===== src/rtl/serial_digit_adder.sv =====
// serial_digit_adder: digit-serial adder/subtractor, DIGIT bits per clock, LSB digit first.
// Ports: clk, rst (sync, active high); start/sub/a/b/cin are captured when idle or done;
// busy is high during the N compute cycles, done pulses once with sum/cout/overflow valid.
// cout is the raw MSB carry (1 = no borrow when subtracting); overflow is signed overflow.
module serial_digit_adder #(
    parameter int WIDTH = 16,
    parameter int DIGIT = 4
) (
    input  logic             clk,
    input  logic             rst,
    input  logic             start,
    input  logic             sub,
    input  logic [WIDTH-1:0] a,
    input  logic [WIDTH-1:0] b,
    input  logic             cin,
    output logic             busy,
    output logic             done,
    output logic [WIDTH-1:0] sum,
    output logic             cout,
    output logic             overflow
);
    localparam int N = WIDTH / DIGIT;
    localparam int IW = (N > 1) ? $clog2(N) : 1;
    localparam logic [IW-1:0] LAST = IW'(N - 1);
    typedef enum logic [1:0] {IDLE, RUN, DONE} state_t;
    state_t state_q;
    logic [IW-1:0] idx_q;
    logic [WIDTH-1:0] a_q, b_q, sum_q;
    logic carry_q, busy_q, done_q, cout_q, ovf_q;
    logic [DIGIT-1:0] dig_a, dig_b, dig_s;
    logic dig_c, msb_c, take;
    always_comb begin
        dig_a = a_q[idx_q * DIGIT +: DIGIT];
        dig_b = b_q[idx_q * DIGIT +: DIGIT];
        {dig_c, dig_s} = {1'b0, dig_a} + {1'b0, dig_b} + (DIGIT + 1)'(carry_q);
        // carry into the digit's top bit, recovered from its sum bit
        msb_c = dig_s[DIGIT-1] ^ dig_a[DIGIT-1] ^ dig_b[DIGIT-1];
        take = start && state_q != RUN;
    end
    always_ff @(posedge clk) begin
        if (rst) begin
            state_q <= IDLE;
            idx_q   <= '0;
            a_q     <= '0;
            b_q     <= '0;
            sum_q   <= '0;
            carry_q <= 1'b0;
            busy_q  <= 1'b0;
            done_q  <= 1'b0;
            cout_q  <= 1'b0;
            ovf_q   <= 1'b0;
        end else if (take) begin
            state_q <= RUN;
            idx_q   <= '0;
            a_q     <= a;
            // subtract as a + ~b + ~cin
            b_q     <= b ^ {WIDTH{sub}};
            carry_q <= cin ^ sub;
            busy_q  <= 1'b1;
            done_q  <= 1'b0;
        end else if (state_q == RUN) begin
            sum_q[idx_q * DIGIT +: DIGIT] <= dig_s;
            carry_q <= dig_c;
            idx_q   <= idx_q + 1'b1;
            if (idx_q == LAST) begin
                state_q <= DONE;
                busy_q  <= 1'b0;
                done_q  <= 1'b1;
                cout_q  <= dig_c;
                ovf_q   <= msb_c ^ dig_c;
            end
        end else begin
            state_q <= IDLE;
            done_q  <= 1'b0;
        end
    end
    assign busy     = busy_q;
    assign done     = done_q;
    assign sum      = sum_q;
    assign cout     = cout_q;
    assign overflow = ovf_q;
endmodule

===== config.mk =====
export PLATFORM = sky130hd
export DESIGN_NAME = serial_digit_adder
export DESIGN_NICKNAME = d
export VERILOG_FILES = /design/src/rtl/serial_digit_adder.sv
export SDC_FILE = /design/constraint.sdc
export NUM_CORES = 1
export LEC_CHECK = 0
export CAP_MARGIN = 5
export CORE_UTILIZATION = 45
export DETAILED_ROUTE_END_ITERATION = 6
export GPL_TIMING_DRIVEN = 0
export MAX_ROUTING_LAYER = met4
export PLACE_DENSITY = 0.76
export SETUP_SLACK_MARGIN = 0.1
export SYNTH_ARGS = -nofsm -noshare
export SYNTH_HDL_FRONTEND = slang
export SYNTH_SLANG_ARGS = --single-unit

===== constraint.sdc =====
create_clock -name clk -period 3.2 [get_ports clk]
set_input_delay 0.64 -clock clk [delete_from_list [all_inputs] [get_ports clk]]
set_output_delay 0.64 -clock clk [all_outputs]
set_load 0.02 [all_outputs]

==> summary.txt, run 1 <==
ROUTE
-------------------------------------------------------------------------------
Routed Wire Length ...............................................      5170 µm
Number of iterations in the first detailed-routing pass ..........            4
DR DRC count .....................................................            0
Remaining antenna violation count after routing ..................            0
Vias after detailed routing ......................................         2073
Via-per-instance ratio ...........................................         5.20
Post-DR wirelength/cell ..........................................      13.0 µm
Starting DRT DRC Count ...........................................          112

PLACED DESIGN
-------------------------------------------------------------------------------
Final weighted congestion of routability-driven global placement .        0.827
Detailed placer's ending HPWL ....................................      3880 µm
Placed insts .....................................................          389
Port Buffer Count ................................................           54

TIMING
-------------------------------------------------------------------------------
RSZ-0062 raised after global routing .............................           no
Maximum frequency from static timing analysis ....................      326 MHz
Worst slew slack as a fraction of its limit ......................        64.0%
Slew at the pin with the worst max-slew slack ....................     0.536 ns
Final Hold Slack .................................................     0.456 ns
Final cycle utilization of the critical path .....................        95.9%
Final number of hold-violating endpoints .........................            0
Time the final worst path needs with I/O delays and setup ........      3.07 ns
Total negative slack for setup checks ............................         0 ns
Maximum clock skew at final layout ...............................   0.00662 ns
Final-report max-slew violation count ............................            0
Final setup fails ................................................            0

CLOCK TREE
-------------------------------------------------------------------------------
Cell chosen for the clock root ...................................     clkbuf_8
Clock insertion delay at the later pin of the skew report ........      0.31 ns
Clock-pin slew on the worst setup and hold paths .................      0.09 ns
H-tree Lvls ......................................................            2
TritonCTS clock tree .............................................        built
Clock Sinks ......................................................           56
Number of CTS-inserted buffers ...................................            5
Number of hold-repair buffers added at the cts stage .............            0
Clock buffer depth ...............................................            2

HOLD PATH
-------------------------------------------------------------------------------
Type of the tightest min-delay check .............................      reg2reg

LOGIC SYNTHESIS
-------------------------------------------------------------------------------
Fraction of the yosys area taken by sequential cells .............        44.8%
Adder and majority cell fraction of the synthesized area .........        6.11%
Proportion of synthesized area in mux cells ......................        7.21%
Yosys synthesis warning count ....................................            0
Number of cells produced by synthesis ............................          265
Area share of and/or/nand/nor cells after synthesis ..............        14.5%
XOR/XNOR share of the synthesized area ...........................        8.26%
Post-synth cell types ............................................           28
Cell area after technology mapping ...............................  0.00250 mm²
Dominant combinational cell family by area after synthesis ....... compound AO/OA/AOI/OAI gates
Net Count, Synth .................................................          313
Fraction of the mapped netlist area in compound gates ............        15.8%
Post-synthesis average cell area .................................     9.43 µm²
FF+latch count, synth ............................................           56

FLOORPLANNING
-------------------------------------------------------------------------------
Floorplan die area ...............................................  0.00586 mm²
Floorplan die width ..............................................      76.5 µm
Chip height ......................................................      76.5 µm
Area of the core .................................................  0.00524 mm²
Boundary Pins ....................................................           57
Count of standard-cell rows ......................................           26
Initial Util .....................................................        47.7%

SETUP PATH
-------------------------------------------------------------------------------
Delay of the slowest cell on the worst path ......................      0.52 ns
Dominant cell type by count on the critical path .................         fa_1
Required time of the critical path ...............................      3.41 ns
Worst path slowest cell ..........................................       mux4_2
Crit end category ................................................     register
Launching element type of the critical path ......................     register
Setup Crit Path Kind .............................................      reg2reg
Worst-path maximum fanout ........................................           10
Cell breakdown of the critical path .............................. buf_8 > mux4_2 > fa_1 > fa_1 > a21o_1 > a21oi_2 > xnor3_1 > xor2_1 > a22o_1
CP arrival .......................................................      3.28 ns

OUTCOME
-------------------------------------------------------------------------------
Outcome .......................................................... finished, final reports clean

PWR
-------------------------------------------------------------------------------
Peak VDD IR ......................................................     0.210 mV
Cell leakage power ...............................................      1.20 nW
Total power after layout .........................................      1.41 mW
Total power per unit cell area ...................................   433 mW/mm²

CELLS AND AREA
-------------------------------------------------------------------------------
Filler Cells Inserted ............................................          467
Area growth from synthesis to layout .............................        29.8%
Area used by multi-input combinational logic .....................  0.00130 mm²
Fraction of layout cells with a size suffix above 1 ..............        7.29%
Net count of the finished layout .................................          377
Post-layout instance count excluding filler cells ................          399
Diode count ......................................................            0
Register area ....................................................  0.00112 mm²

GLOBAL ROUTING
-------------------------------------------------------------------------------
Maximum number of pins on one net before global-route repair .....           16
Global-route wire length before repair ...........................      8740 µm
GRT Resource Usage Total .........................................        19.5%
Via count of the first global-routing pass .......................         1976
Remaining Overflow, GRT ..........................................            0
Antenna violations before repair .................................            0

RUN
-------------------------------------------------------------------------------
Reported max-cap violation count .................................            0

metrics by stage:
step,area (µm²),utilization [%],setup WS [ns]
6_report,3250,62.0,0.132
3_3_place_gp,3130,59.8,-0.132
2_1_floorplan,2510,-,0.123
4_1_cts,3230,61.7,0.146
3_5_place_dp,3130,59.8,-0.187
5_1_grt,3250,62.0,0.0543
critical path, delay by kind of cell (launching register included):
family	cells	cell delay (ns)
multiplexers	1	0.52
adder cells (fa/ha/maj)	2	0.85
buffers and inverters	1	0.15
XOR/XNOR	2	0.45
flip-flops	1	0.37
AO/OA/AOI/OAI	3	0.62
worst paths after layout:
| path | startpoint | to | slack, ns | cells past startpoint |
|---|---|---|---|---|
| min reg2reg | a_q[15]$_SDFFE_PP0P_ | a_q[15]$_SDFFE_PP0P_ | 0.46 | 2 |
| min | a_q[15]$_SDFFE_PP0P_ | a_q[15]$_SDFFE_PP0P_ | 0.46 | 2 |
| max reg2reg | idx_q[0]$_SDFFE_PP0P_ | overflow$_SDFFE_PP0P_ | 0.13 | 9 |
| max | idx_q[0]$_SDFFE_PP0P_ | overflow$_SDFFE_PP0P_ | 0.13 | 9 |
layout by cell type, fill, tap and decap left out, drive strengths merged, types with 3 or more instances in the layout:
cell type / netlist / final
a211oi: 16 / 16
a21oi: 23 / 23
a22oi: 16 / 16
buf: 6 / 9
clkbuf: 12 / 18
clkdlybuf4s50: 0 / 54
dfxtp: 56 / 56
ha: 9 / 9
mux4: 8 / 8
nand2: 37 / 37
nor2: 40 / 40
nor3: 3 / 3
xnor2: 19 / 19
cells by family after synthesis:
kind of cell,after synthesis
muxes,8
AOI/OAI and AO/OA,60
adders and majority gates,11
xor gates and xnor gates,22
and+or+nand+nor,88
buffers and inverters,20
DFF,56
flip-flops by register name, summed over array words and instances (netlist names):
name	cells
done	1
a_q	16
overflow	1
sum	16
carry_q	1
idx_q	2
state_q	1
b_q	16
busy	1
cout	1
synthesized netlist by cell type (all sizes together):
cell / count / share of area (%)
and4b: 1 / 0.40
nand2: 37 / 5.6
nor2b: 1 / 0.25
nor3: 3 / 0.60
and2: 1 / 0.25
nand2b: 1 / 0.25
a311oi: 1 / 0.35
a211oi: 16 / 4.8
clkbuf: 12 / 1.8
a21oi: 23 / 4.6
xnor2: 19 / 6.7
xor2: 2 / 0.70
nor3b: 1 / 0.30
inv: 2 / 0.30
o21a: 1 / 0.30
buf: 6 / 1.2
mux4: 8 / 7.2
a22oi: 16 / 4.8
dfxtp: 56 / 45
a21o: 2 / 0.60
xnor3: 1 / 0.90
ha: 9 / 4.5
nor2: 40 / 6.0
nand3: 1 / 0.20
fa: 2 / 1.6
and4: 2 / 0.70
a22o: 1 / 0.35
final cells by class:
class | count | share of cell area, %
buffer | 18 | 2.58
tap | 70 | 2.70
sequential | 56 | 34.7
clock buffer | 6 | 2.24
inverter | 2 | 0.231
clock inverter | 1 | 0.154
timing repair buffer | 57 | 17.3
multi-input combinational | 189 | 40.1
per-layer routing:
layer	up-vias	global-route usage, %	share of wire [%]
met5	-	-	0
met4	0	5.19	1.5
met3	9	5.15	4.3
met2	53	33.7	50
met1	961	22.3	44
li1	1050	-	-
where the power goes:
part           switching [mW]  internal, mW  leakage (nW)
Combinational           0.147         0.141         0.704
Sequential             0.0198         0.735         0.459
Clock                   0.215         0.150        0.0410
Total                   0.381          1.03          1.20
repair_timing:
item                       4_1_cts  5_1_grt
setup endpoints to repair        1        1
pin swaps                        0        1
buffers inserted                 1        2
gates resized for setup          4        0
hold endpoints to repair         0        0
Power figures use the tool's default switching activity.
==> inputs of run 2 (changes only) <==
CELL_PAD_IN_SITES_DETAIL_PLACEMENT = 0   (was not set)
CELL_PAD_IN_SITES_GLOBAL_PLACEMENT = 1   (was not set)
CORE_UTILIZATION = 34   (was 45)
PLACE_DENSITY = not set   (was 0.76)
PLACE_DENSITY_LB_ADDON = 0.1   (was not set)
==> summary.txt, run 2 (synthesis gave the netlist of run 1 again) <==
SETUP PATH
-------------------------------------------------------------------------------------
Required time of the critical path .....................................      3.42 ns   about the same
CP arrival .............................................................      3.20 ns   -0.08 ns
Setup Crit Path Kind ...................................................      reg2reg
Worst-path maximum fanout ..............................................            9   -1
Launching element type of the critical path ............................     register
Crit end category ......................................................     register

CLOCK TREE
-------------------------------------------------------------------------------------
Clock buffer depth .....................................................            2   unchanged
Number of hold-repair buffers added at the cts stage ...................            0   unchanged
Cell chosen for the clock root .........................................     clkbuf_8
Clock-pin slew on the worst setup and hold paths .......................      0.10 ns   about the same
Clock Sinks ............................................................           56   unchanged
TritonCTS clock tree ...................................................        built
H-tree Lvls ............................................................            2   unchanged
Number of CTS-inserted buffers .........................................            5   unchanged
Clock insertion delay at the later pin of the skew report ..............      0.31 ns   about the same

TIMING
-------------------------------------------------------------------------------------
Final setup fails ......................................................            0   unchanged
Worst slew slack as a fraction of its limit ............................        60.6%   -3.4 points
Final number of hold-violating endpoints ...............................            0   unchanged
Final Hold Slack .......................................................     0.459 ns   +0.00331 ns
Slew at the pin with the worst max-slew slack ..........................     0.587 ns   +0.0513 ns
Final-report max-slew violation count ..................................            0   unchanged
Time the final worst path needs with I/O delays and setup ..............      2.98 ns   -0.0827 ns
Maximum frequency from static timing analysis ..........................      335 MHz   +2.8%
Final cycle utilization of the critical path ...........................        93.3%   -2.6 points
Maximum clock skew at final layout .....................................    0.0135 ns   +0.00685 ns
RSZ-0062 raised after global routing ...................................           no

GLOBAL ROUTING
-------------------------------------------------------------------------------------
Met3 Usage GRT .........................................................        3.20%   -1.9 points
Met2 Track Usage GR ....................................................        25.6%   -8.1 points
Maximum number of pins on one net before global-route repair ...........           17   +1
Antenna violations before repair .......................................            0   unchanged
Remaining Overflow, GRT ................................................            0   unchanged
Global-route met1 utilization ..........................................        22.0%   -0.26 points
Via count of the first global-routing pass .............................         1909   -3.4%
GRT Resource Usage Total ...............................................        16.5%   -3.0 points
Most congested layer reported by global routing ........................         met2
Global-route wire length before repair .................................      9450 µm   +8.2%

PLACED DESIGN
-------------------------------------------------------------------------------------
Detailed placer's ending HPWL ..........................................      4280 µm   +11%
Port Buffer Count ......................................................           54   unchanged
Final weighted congestion of routability-driven global placement .......        0.745   -9.9%
Placed insts ...........................................................          415   +6.7%

FLOORPLANNING
-------------------------------------------------------------------------------------
Floorplan die area .....................................................  0.00770 mm²   +31%
Count of standard-cell rows ............................................           30   +15%
Initial Util ...........................................................        36.0%   -12 points
Area of the core .......................................................  0.00694 mm²   +33%
Boundary Pins ..........................................................           57   unchanged
Floorplan die width ....................................................      87.7 µm   +15%
Chip height ............................................................      87.7 µm   +15%

CELLS AND AREA
-------------------------------------------------------------------------------------
Net count of the finished layout .......................................          376   -0.27%
Fraction of layout cells with a size suffix above 1 ....................        7.90%   +0.61 points
Most frequent standard cell in the layout excluding fill and tap cells .      dfxtp_1
Final core occ .........................................................        47.4%   -15 points
Diode count ............................................................            0   unchanged
Post-layout instance count excluding filler cells ......................          425   +6.5%
Area growth from synthesis to layout ...................................        31.5%
Filler Cells Inserted ..................................................          680   +46%
Most frequent cells in the layout ...................................... dfxtp_1, clkdlybuf4s50_1, nor2_1

ROUTE
-------------------------------------------------------------------------------------
Starting DRT DRC Count .................................................           82   -27%
DR DRC count ...........................................................            0   unchanged
Via-per-instance ratio .................................................         4.87   -6.3%
Number of iterations in the first detailed-routing pass ................            4   unchanged
Routed Wire Length .....................................................      5780 µm   +12%
Vias after detailed routing ............................................         2069   -0.19%
Remaining antenna violation count after routing ........................            0   unchanged
Post-DR wirelength/cell ................................................      13.6 µm   +5.0%

RUN
-------------------------------------------------------------------------------------
Reported max-cap violation count .......................................            0   unchanged

PWR
-------------------------------------------------------------------------------------
Cell leakage power .....................................................      1.21 nW   +0.31%
Total power per unit cell area .........................................   439 mW/mm²   +1.4%
Total power after layout ...............................................      1.44 mW   +2.8%
Peak VDD IR ............................................................     0.185 mV   -12%

OUTCOME
-------------------------------------------------------------------------------------
Outcome ................................................................ finished, final reports clean

HOLD PATH
-------------------------------------------------------------------------------------
Type of the tightest min-delay check ...................................      reg2reg

[run 2: report_power, final]
part,internal [mW],total (mW),switching [mW]
Combinational,0.141,0.290,0.149
Clock,0.173,0.400,0.226
Sequential,0.735,0.755,0.0197
[run 2: path summary, 6_finish.rpt]
path	from	end	slack [ns]	cells past startpoint
worst max-delay path	idx_q[1]$_SDFFE_PP0P_	overflow$_SDFFE_PP0P_	0.22	9
worst max register to register	idx_q[1]$_SDFFE_PP0P_	overflow$_SDFFE_PP0P_	0.22	9
worst min register to register	a_q[2]$_SDFFE_PP0P_	a_q[2]$_SDFFE_PP0P_	0.46	2
worst min-delay path	a_q[2]$_SDFFE_PP0P_	a_q[2]$_SDFFE_PP0P_	0.46	2
[run 2: area by class of cell]
type	instances	area [µm²]	area share [%]
multi-input cells	189	1300	39.6
flip-flops and latches	56	1120	34.2
repair buffers	56	556	16.9
well taps	96	120	3.65
plain buffers	18	83.8	2.55
clock buffers	6	82.6	2.51
clock inverters	2	10.0	0.304
inverters	2	7.51	0.228
[run 2: critical path: stages, from the launching register on]
cell	delay, ns
dfxtp_1	0.40
buf_2	0.29
mux4_2	0.37
fa_1	0.44
fa_2	0.36
a21o_1	0.19
a21oi_2	0.19
xnor3_1	0.26
xor2_1	0.16
a22o_1	0.21
[run 2: timing repair]
item / CTS / global route
gates resized for setup: 4 / 1
buffers inserted: 1 / 1
pin swaps: 0 / 1
hold endpoints to repair: 0 / 0
endpoints found under the setup margin: 1 / 1
[run 2: through the flow]
stage	TNS, ns	instance area (µm²)	setup WS (ns)
global route	0	3290	0.111
finish	0	3290	0.215
CTS	0	3280	0.116
global placement	-0.248	3170	-0.248
floorplan	0	2510	0.123
detailed placement	-0.226	3170	-0.226
[run 2: layer usage]
layer	routed length, µm	up-vias
met5	0	-
met4	55	0
met3	213	7
met2	2730	46
met1	2790	967
li1	-	1049
==> edit 1: new RTL, flow settings as in run 2 <==
Register the inputs `start`, `sub`, `a`, `b` and `cin` before use, cleared by the reset. The logic sees them one clock later.
--- a/src/rtl/serial_digit_adder.sv
+++ b/src/rtl/serial_digit_adder.sv
@@ -23,6 +23,29 @@
     localparam int IW = (N > 1) ? $clog2(N) : 1;
     localparam logic [IW-1:0] LAST = IW'(N - 1);
     typedef enum logic [1:0] {IDLE, RUN, DONE} state_t;
+
+    logic start_q;
+    logic sub_q;
+    logic [WIDTH-1:0] a_r;
+    logic [WIDTH-1:0] b_r;
+    logic cin_q;
+
+    always_ff @(posedge clk) begin
+        if (rst) begin
+            start_q <= '0;
+            sub_q   <= '0;
+            a_r     <= '0;
+            b_r     <= '0;
+            cin_q   <= '0;
+        end else begin
+            start_q <= start;
+            sub_q   <= sub;
+            a_r     <= a;
+            b_r     <= b;
+            cin_q   <= cin;
+        end
+    end
+
     state_t state_q;
     logic [IW-1:0] idx_q;
     logic [WIDTH-1:0] a_q, b_q, sum_q;
@@ -35,7 +58,7 @@
         {dig_c, dig_s} = {1'b0, dig_a} + {1'b0, dig_b} + (DIGIT + 1)'(carry_q);
         // carry into the digit's top bit, recovered from its sum bit
         msb_c = dig_s[DIGIT-1] ^ dig_a[DIGIT-1] ^ dig_b[DIGIT-1];
-        take = start && state_q != RUN;
+        take = start_q && state_q != RUN;
     end
     always_ff @(posedge clk) begin
         if (rst) begin
@@ -52,10 +75,10 @@
         end else if (take) begin
             state_q <= RUN;
             idx_q   <= '0;
-            a_q     <= a;
+            a_q     <= a_r;
             // subtract as a + ~b + ~cin
-            b_q     <= b ^ {WIDTH{sub}};
-            carry_q <= cin ^ sub;
+            b_q     <= b_r ^ {WIDTH{sub_q}};
+            carry_q <= cin_q ^ sub_q;
             busy_q  <= 1'b1;
             done_q  <= 1'b0;
         end else if (state_q == RUN) begin
Behaviour: not the same (Yosys sat finds a counterexample within 4 cycles, from zero or initial values and one cycle with rst high).
==> edit 1 against run 2 <==
Routed wire length increased by 26%. Sequential cell count increased by 35. Area after synthesis increased by 38%. Global-route usage decreased by 0.76 points. Die area increased by 37%. Non-clock buffer count increased by 7. Count of clock-buffer cells in the layout increased by 5. Critical path depth unchanged. Total power increased by 54%. Sequential share of layout area increased by 7.2 points. Worst hold slack got worse by 0.019 ns. Final cell count increased by 29%. Setup slack improved by 0.027 ns. Cell area increased by 34%.
==> edit 1: results (changes against run 2) <==
| Metric | Value |
|---|---|
| Status | complete, no violations |
| CP Data Arrival Time | 3.24 ns (+0.04 ns) |
| Gpl congestion | 0.738 (-0.95%) |
| Cells after Synth | 341 (+29%) |
| Fin Clk Skew | 0.00774 ns (-0.00573 ns) |
| First-pass GRT wire length | 11,900 um (+26%) |
| Commonest cells post-synth | dfxtp_1, nor2_1, nand2_1, nor2b_1, a21oi_1 |
| Dpl cells | 529 (+27%) |
| Wire length on met1 | 3500 um (+26%) |
| Slowest-stage cell, CP | mux4_2 |
| DR iter-0 viols | 38 (-54%) |
| Fill count | 979 (+44%) |
| Endpoint, Worst Hold | a_q[1]$_SDFFE_PP0P_ |
| R2r setup slk | 0.24 ns (+0.03 ns) |
| Clk power | 0.764 mW (+91%) |
| H-tree Lvls | 3 (+1) |
| RR Startpoint | idx_q[0]$_SDFFE_PP0P_ |
| Worst Hold Slack | 0.440 ns (-0.0188 ns) |
| Setup slack at placement | -0.394 ns (-0.168 ns) |
| Max Clock Freq | 0.338 GHz (+0.92%) |
| Yosys cell types | 24 (-14%) |
| Flop pwr share | 54.2% (+2.0 points) |
| Pin count of the biggest net entering global routing | 15 (-2) |
| All-layer global routing usage | 15.7% (-0.76 points) |
| Syn Nets | 389 (+24%) |
| DP HPWL | 5320 um (+24%) |
| LEAKAGE | 1.58 nW (+30%) |
| Worst hold path startpoint | a_r[1]$_SDFF_PP0_ |
| Post-CTS Setup Inserts | 0 (-1) |
| Worst skew pair latency | 0.35 ns (+0.04 ns) |
| Max IR drop VDD | 0.234 mV (+27%) |
| Met1 Use GR | 19.6% (-2.5 points) |
| Power, Total | 2.23 mW (+54%) |
| DR WL met3 | 277 um (+30%) |
| Layout cells sized above 1 | 7.97% (+0.068 points) |
| M2 GR Usage | 25.1% (-0.50 points) |
| Fin cells | 547 (+29%) |
| Critical path fanouts, max | 10 (+1) |
| Vias in the first global route | 2,405 (+26%) |
| Area after DPL | 4160 um2 (+31%) |
| CTS resizes | 8 (+4) |
| Worst path max stage delay | 0.53 ns (+0.09 ns) |
| Via density | 4.64 (-4.8%) |
[edit 1: cell count changes after synthesis, sizes merged, moves of 2 or more]
cell    change
a211oi      +2
a21oi       -2
buf         -3
clkbuf      +8
dfxtp      +35
nor2b      +36
nor3        +2
[edit 1: area by class of cell]
cell class              count  area share (%)
clock inverters             4            1.16
multi-input cells         225            34.9
clock buffers              11            3.21
repair buffers             58            13.0
inverters                   2           0.170
plain buffers              23            2.39
well taps                 133            3.78
flip-flops and latches     91            41.4
[edit 1: cells by family (layout without fill, tap and decap cells)]
kind of cell             after synthesis  after routing  share of synthesized area [%]
flip-flops                            91             91                           53.0
AND/OR/NAND/NOR                      127            127                           17.5
AO/OA/AOI/OAI                         57             57                           11.1
adder cells (fa/ha/maj)               11             11                           4.44
XOR/XNOR                              22             22                           6.00
multiplexers                           8              8                           5.24
buffers and inverters                 25             98                           2.84
[edit 1: worst max-delay path by stage]
stage / startpoint / to
after CTS: idx_q[0]$_SDFFE_PP0P_ / overflow$_SDFFE_PP0P_
after floorplan: idx_q[0]$_SDFFE_PP0P_ / overflow$_SDFFE_PP0P_
after detailed placement: idx_q[0]$_SDFFE_PP0P_ / overflow$_SDFFE_PP0P_
after global routing: idx_q[0]$_SDFFE_PP0P_ / overflow$_SDFFE_PP0P_
final: idx_q[0]$_SDFFE_PP0P_ / overflow$_SDFFE_PP0P_
after global placement: idx_q[0]$_SDFFE_PP0P_ / overflow$_SDFFE_PP0P_
[edit 1: critical path: cells and delay by family (launching register included)]
kind / cells / cell delay, ns
muxes: 1 / 0.53
adders and majority gates: 2 / 0.77
buffers and inverters: 1 / 0.15
DFF: 1 / 0.39
xor gates and xnor gates: 2 / 0.42
AOI/OAI and AO/OA: 3 / 0.63
==> edit 2: new RTL, flow settings as in run 2 <==
Without the edit above. The parameter `WIDTH` goes from 16 to 64.
--- a/src/rtl/serial_digit_adder.sv
+++ b/src/rtl/serial_digit_adder.sv
@@ -3,7 +3,7 @@
 // busy is high during the N compute cycles, done pulses once with sum/cout/overflow valid.
 // cout is the raw MSB carry (1 = no borrow when subtracting); overflow is signed overflow.
 module serial_digit_adder #(
-    parameter int WIDTH = 16,
+    parameter int WIDTH = 64,
     parameter int DIGIT = 4
 ) (
     input  logic             clk,
Ports: changed (resized a, b and sum); port bits go from 57 to 201. The function was not compared with the original's and may differ.
==> edit 2 against run 2 <==
Largest power group unchanged. Core utilization increased by 3.4 points. Cell area increased to 3.8 times the old value. Total power increased to 4.1 times the old value. Routed wire length increased to 4.4 times the old value. Clock power increased to 6.0 times the old value. Sequential cell count increased by 146. The flow now finishes with violations (negative setup slack). Non-clock buffer count increased by 223. Area after synthesis increased to 3.4 times the old value. Setup slack got worse by 0.50 ns.
==> edit 2: results (changes against run 2) <==
| Metric | Value |
|---|---|
| Status | complete, but fails checks |
| Violated checks | negative setup slack |
| CTS root buffer | clkbuf_16 |
| Setup TNS | -7.46 ns (-7.46 ns) |
| H-tree Lvls | 1 (-1) |
| Via density | 4.96 (+1.9%) |
| Worst skew pair latency | 0.50 ns (+0.19 ns) |
| Gpl congestion | 0.767 (+2.9%) |
| CTS clk-pin slew, worst paths | 0.06 ns (-0.04 ns) |
| Slew @ Worst Pin | 1.06 ns (+0.468 ns) |
| DR iter-0 viols | 340 (+310%) |
| Reg2reg path depth | 11 (+2) |
| DP HPWL | 19,000 um (+340%) |
| Vias in the first global route | 6,893 (+260%) |
| Worst Slack Setup Final | -0.281 ns (-0.496 ns) |
| Routed length per instance | 18.5 um (+36%) |
| First-pass GRT wire length | 39,600 um (+320%) |
| All-layer global routing usage | 20.3% (+3.9 points) |
| GR Util met3 | 3.38% (+0.18 points) |
| CTS max path bufs | 3 (+1) |
| Largest cells by area after synthesis | dfxtp_1, a22o_1, mux4_2 |
| Total CTS buffers | 22 (+17) |
| CP Data Arrival Time | 3.91 ns (+0.71 ns) |
| Nets | 1,184 (+210%) |
| # setup viols final | 48 (+48) |
[edit 2: logic make-up after synthesis]
family	Yosys count	synth area share (%)
and+or+nand+nor	170	8.92
muxes	78	14.4
buffers and inverters	73	3.65
AOI/OAI and AO/OA	181	16.7
DFF	202	47.2
xor gates and xnor gates	72	7.37
adders and majority gates	10	1.64
[edit 2: layout make-up]
cell class,instances,area [um2]
Inverter,7,28.8
Clock buffer,36,664
Antenna cell,1,2.50
Tap cell,324,405
Fill cell,2290,12100
Clock inverter,3,15.0
Sequential cell,202,4050
Multi-Input combinational cell,511,4610
Timing Repair Buffer,231,2290
Buffer,66,394
[edit 2: metrics by stage]
step | cells | instance area (um2) | setup WS (ns)
floorplan | 786 | 8630 | -0.121
global placement | 1308 | 11000 | -0.931
detailed placement | 1308 | 11000 | -0.961
CTS | 1371 | 12200 | -0.361
global route | 1381 | 12500 | -0.375
finish | 1381 | 12500 | -0.281
[edit 2: routing by layer]
metal	up-vias	routed length [um]
met4	0	456
met5	-	0
met2	175	12300
li1	3381	-
met3	40	1250
met1	3258	11600
[edit 2: worst max-delay path, stage by stage (launching register included)]
cell and delay (ns):
dfxtp_4 0.36, buf_12 0.13, buf_12 0.13, mux4_2 0.55, mux4_2 0.53, fa_2 0.40, a21o_4 0.24, a21oi_4 0.19
xor2_4 0.11, nor3_4 0.26, or3b_1 0.39, a21oi_2 0.11
[edit 2: timing repair]
| item | 4_1_cts | 5_1_grt |
|---|---|---|
| gates resized for setup | 62 | 39 |
| setup endpoints to repair | 64 | 59 |
| buffers inserted | 25 | 10 |
| pin swaps | 27 | 19 |
| hold buffers | 0 | 0 |
[edit 2: final timing paths]
check                   startpoint              endpoint  slack [ns]
max          idx_q[0]$_SDFFE_PP0P_  sum[19]$_SDFFE_PP0P_       -0.28
min           sum[37]$_SDFFE_PP0P_  sum[37]$_SDFFE_PP0P_        0.45
max reg2reg  idx_q[0]$_SDFFE_PP0P_  sum[19]$_SDFFE_PP0P_       -0.28
min reg2reg   sum[37]$_SDFFE_PP0P_  sum[37]$_SDFFE_PP0P_        0.45
[edit 2: where the power goes]
group          switching (mW)  internal (mW)  leakage [nW]
clock network           0.988           1.41         0.335
registers              0.0652           2.63          1.65
logic                   0.417          0.463          2.78
